$ cat src/rtl/game_state_pkg.sv
// Shared types and constants for the game_state block.
// Mode, result and state encodings plus the tally limit.
package game_state_pkg;

  typedef enum logic [1:0] {
    UP1 = 2'b00,
    UP2 = 2'b01,
    DN1 = 2'b10,
    DN2 = 2'b11
  } mode_e;

  typedef enum logic [1:0] {
    WHO_NONE   = 2'b00,
    WHO_LOSER  = 2'b01,
    WHO_WINNER = 2'b10
  } who_e;

  typedef enum logic [1:0] {
    IDLE = 2'b00,
    RUN  = 2'b01,
    OVER = 2'b10
  } state_e;

  localparam int TALLY_W = 4;
  localparam logic [TALLY_W-1:0] TALLY_MAX = 4'd15;

endpackage

$ cat src/rtl/game_tally_counter.sv
// 4-bit hit tally with sync clear and increment enable.
// reached_max_o flags that the value after this edge is TALLY_MAX.
module game_tally_counter
  import game_state_pkg::*;
(
  input  logic clk,
  input  logic rst_n,
  input  logic clr_i,
  input  logic inc_i,
  output logic reached_max_o
);

  logic [TALLY_W-1:0] count_q, count_d;

  always_comb begin
    count_d = count_q;
    if (clr_i) begin
      count_d = '0;
    end else if (inc_i) begin
      count_d = count_q + 1'b1;
    end
  end

  always_ff @(posedge clk or negedge rst_n) begin
    if (!rst_n) begin
      count_q <= '0;
    end else begin
      count_q <= count_d;
    end
  end

  assign reached_max_o = (count_d == TALLY_MAX);

endmodule

$ cat src/rtl/game_state.sv
// Multi-mode game counter with win/loss tallies.
// Game ends when either tally reaches TALLY_MAX.
module game_state
  import game_state_pkg::*;
#(
  parameter int COUNTER_SIZE = 4
) (
  input  logic                    clk,
  input  logic                    reset,
  input  logic [1:0]              control,
  input  logic [COUNTER_SIZE-1:0] i_value,
  input  logic                    INIT,
  output logic [1:0]              who,
  output logic                    los,
  output logic                    win,
  output logic                    gameover
);

  state_e state_q, state_d;
  logic [COUNTER_SIZE-1:0] cnt_q, cnt_d, step;
  logic [1:0] who_q, who_d;
  logic run, tally_en, down;
  logic win_max, los_max;
  mode_e mode;

  assign mode = mode_e'(control);
  assign down = (mode == DN1) || (mode == DN2);
  assign step = ((mode == UP2) || (mode == DN2)) ?
                COUNTER_SIZE'(2) : COUNTER_SIZE'(1);

  assign run      = (state_q == RUN);
  assign win      = run & (&cnt_q);
  assign los      = run & ~(|cnt_q);
  assign gameover = (state_q == OVER);
  assign who      = who_q;
  assign tally_en = run & ~INIT;

  game_tally_counter u_win_tally (
    .clk           (clk),
    .rst_n         (reset),
    .clr_i         (INIT),
    .inc_i         (tally_en & win),
    .reached_max_o (win_max)
  );

  game_tally_counter u_los_tally (
    .clk           (clk),
    .rst_n         (reset),
    .clr_i         (INIT),
    .inc_i         (tally_en & los),
    .reached_max_o (los_max)
  );

  always_comb begin
    state_d = state_q;
    cnt_d   = cnt_q;
    who_d   = who_q;
    if (INIT) begin
      cnt_d   = i_value;
      who_d   = WHO_NONE;
      state_d = RUN;
    end else if (run) begin
      cnt_d = down ? cnt_q - step : cnt_q + step;
      // Only one tally can move per edge, so win has no real priority.
      if (win_max) begin
        state_d = OVER;
        who_d   = WHO_WINNER;
      end else if (los_max) begin
        state_d = OVER;
        who_d   = WHO_LOSER;
      end
    end
  end

  always_ff @(posedge clk or negedge reset) begin
    if (!reset) begin
      state_q <= IDLE;
      cnt_q   <= '0;
      who_q   <= WHO_NONE;
    end else begin
      state_q <= state_d;
      cnt_q   <= cnt_d;
      who_q   <= who_d;
    end
  end

endmodule

$ cat config.mk
export PLATFORM = sky130hd
export DESIGN_NAME = game_state
export DESIGN_NICKNAME = d
export VERILOG_FILES = /design/src/rtl/game_state_pkg.sv /design/src/rtl/game_tally_counter.sv /design/src/rtl/game_state.sv
export SDC_FILE = /design/constraint.sdc
export NUM_CORES = 1
export LEC_CHECK = 0
export CORE_MARGIN = 5
export CORE_UTILIZATION = 25
export CTS_CLUSTER_DIAMETER = 120
export DETAILED_ROUTE_END_ITERATION = 8
export GPL_ROUTABILITY_DRIVEN = 1
export PLACE_DENSITY = 0.45
export SLEW_MARGIN = 5
export SYNTH_ARGS = -nofsm -noshare
export SYNTH_HDL_FRONTEND = slang
export SYNTH_HIERARCHICAL = 1
export SYNTH_SLANG_ARGS = --single-unit
$ cat constraint.sdc
create_clock -name clk -period 2.58 [get_ports clk]
set_input_delay 0.645 -clock clk [delete_from_list [all_inputs] [get_ports clk]]
set_output_delay 0.645 -clock clk [all_outputs]
set_load 0.005 [all_outputs]
==> summary.md <==
| Metric | Value |
|---|---|
| Clk Latency, worst-skew pair | `240 ps` |
| Final TNS setup | `0 ps` |
| Gr ovfl total | `0` |
| ANT nets after route | `0` |
| Critical-path top delay cell | `or4_1` |
| Drt pass-1 iters | `4` |
| Hold crit path type | `reg2reg` |
| Critical path's largest stage delay | `570 ps` |
| Worst-margin pin slew | `714.2 ps` |
| FF-to-FF Start | `cnt_q[0]` |
| Area leader, netlist | `dfrtp_1` |
| Share of cells above drive strength 1 | `0.1760` |
| Synth async-reset ratio | `1.000` |
| P&R area growth vs syn | `37.70%` |
| Mapped Nets | `113` |
| Ant diodes | `0` |
| DRC Markers | `0` |
| Hold Path Origin | `who[1]` |
| DR iter-0 viols | `27` |
| Worst reg2reg endpoint | `who[0]` |
| Unrepaired setup endpoints after global routing | `no` |
| Num rows | `22` |
| Max IR drop VDD | `0.2521 mV` |
| Vias in the first global route | `752` |
| DR vias/cell | `4.318` |
| CP Class | `reg2out` |
| Syn. warnings | `6` |
| Hold Path End | `who[1]` |
| Syn Inst Count | `98` |
| PortBufs | `13` |
| Final min period | `2487 ps` |
| Synth unique cells | `27` |
| Initial antenna violation count | `0` |
| DR WL/cell | `11.10 um` |
| Post-layout net count | `141` |
| Number of CTS-inserted buffers | `3` |
| Static Leakage | `0.0005596 uW` |
| Ports | `14` |
| Clock sink count | `16` |
| Die width | `70.86 um` |
| Avg Synthesized Cell Area | `9.448 sq um` |
| Placer Congestion | `0.7713` |
| Core Area | `3633 sq um` |
| Slew Viols, Final | `0` |
| Final Hold Vio Count | `0` |
| Worst reg-to-reg path cell count | `8` |
| Power Dens Cells | `485.4 nW/um^2` |
| Main synth FF type | `dfrtp_1` |
| CTS tree | `done` |
| Startpoint Class | `register` |
| Final setup viols | `0` |
| Total Power | `618.9 uW` |
| Overall global routing resource usage | `0.08208` |
| Seq/Total Area, Yosys | `0.4324` |
| #FFs+latches synth | `16` |
| MaxCap Viol Count | `0` |
| Overall routed net length | `1921 um` |
| CP cell instances | `or4_1 > nor2_1 > clkdlybuf4s50_1` |
| Largest net degree at the start of global routing | `18` |
| Setup crit start | `cnt_q[0]` |
| Mapped Area | `925.9 sq um` |
| Vias | `747` |
| DP HPWL | `1533 um` |
| Reg2reg setup slack | `260 ps` |
| Fillers | `394` |
| Final Util | `0.3509` |
| Die Span Y | `70.86 um` |
| Hold Crit Depth | `2` |
| Initial core utilization | `0.2548` |
| Worst-path clk slew | `60 ps` |
| Fmax achieved | `402.1 MHz` |
| Max transition margin | `0.5224` |
| Setup Skew | `3.013 ps` |
| Critical path required time | `1930 ps` |
| Status | `finished, final reports clean` |
| CP Capture Type | `output port` |
| Die area | `5020 sq um` |
| First-pass GRT wire length | `3318 um` |
| Largest cells by area after synthesis | `dfrtp_1 (43%), ha_1 (6.8%), nor2_1 (6.5%)` |
| CTS max path bufs | `2` |
| Worst EP arrival | `1840 ps` |
| Post-synth EDFFs | `0` |
| H-tree levels | `1` |
| Area share of the largest cell type after synthesis | `0.4324` |
| Critical path fanouts, max | `4` |
| Tcrit/Tclk final | `0.9640` |
| Root buf cell | `clkbuf_8` |
synth_stat cells (all sizes together) (3+ instances only):
cell type	number
dfrtp	16
nor2	16
ha	5
clkbuf	3
o21ai	6
a21oi	5
xor2	5
nand4	3
nand2b	3
nand2	7
nand3b	4
inv	6
layout make-up:
type                            count  area [sq um]  area share
Tap cell                           48         60.06     0.04711
Clock buffer                        4         55.05     0.04318
Timing Repair Buffer               26         227.7      0.1786
Inverter                            6         22.52     0.01766
Sequential cell                    16         400.4      0.3140
Multi-Input combinational cell     73         509.2      0.3994
critical path, delay by kind of cell, from the launching register on:
| kind | cells | cell delay (ps) |
|---|---|---|
| AND/OR/NAND/NOR | 2 | 680 |
| buffers and inverters | 1 | 510 |
| flip-flops | 1 | 400 |
flip-flops by register name (all words and copies together), names as in the netlist:
register / flops
cnt_q: 4
state_q: 2
u_los_tally/count_q: 4
u_win_tally/count_q: 4
who: 2
cells by family after synthesis:
kind of cell,share of synthesized area
and+or+nand+nor,0.2203
AOI/OAI and AO/OA,0.1338
DFF,0.4324
buffers and inverters,0.03648
xor gates and xnor gates,0.06622
adders and majority gates,0.08919
muxes,0.02162
layout by cell type (no fill, tap or decap), types with 2 or more instances in the layout:
master and instances:
mux2i_1 2, nand2_1 7, xor2_1 5, clkdlybuf4s50_1 13, inv_1 6, buf_4 13
nand4_1 3, xnor2_1 2, nand2b_1 3, nand3b_1 4, o21ai_0 6, a21oi_1 5
dfrtp_1 16, ha_1 5, clkbuf_8 4, nor2_1 16
how the worst max path moves through the flow:
stage	endpoint	slack, ps
floorplan	who[0]	120
global placement	state_q[0]	-90
detailed placement	who[1]	-110
CTS	los	80
global route	los	30
finish	los	90
where the power goes:
| part | leakage [uW] | internal [uW] | total, uW | switching, uW |
|---|---|---|---|---|
| sequential | 0.000210 | 264 | 276 | 12.0 |
| combinational | 0.000321 | 68.6 | 128 | 59.6 |
| clock | 0.0000288 | 135 | 215 | 79.5 |
per-stage QoR:
stage | hold slack, ps | instance area (sq um) | setup WS [ps] | cells
2_1_floorplan | 349.4 | 925.9 | 122.8 | 98
3_3_place_gp | 521.2 | 1202 | -93.88 | 169
3_5_place_dp | 531.2 | 1202 | -105.9 | 169
4_1_cts | 550.8 | 1257 | 78.66 | 173
5_1_grt | 573.1 | 1275 | 33.31 | 173
6_report | 544.2 | 1275 | 92.95 | 173
repair_timing:
item | in CTS | in global routing
setup buffers | 0 | 0
setup endpoints to repair | 0 | 3
hold endpoints to repair | 0 | 0
resized for setup | 0 | 2
hold buffers | 0 | 0
per-layer routing:
layer  track usage  vias to the layer above  share of wire
li1              -                      394              -
met1        0.1021                      342           0.46
met2        0.1390                        9           0.49
met3       0.02557                        2          0.037
met4       0.01879                        0         0.0068
met5             0                        -              0
No activity file was read; power rests on OpenSTA's default activity.
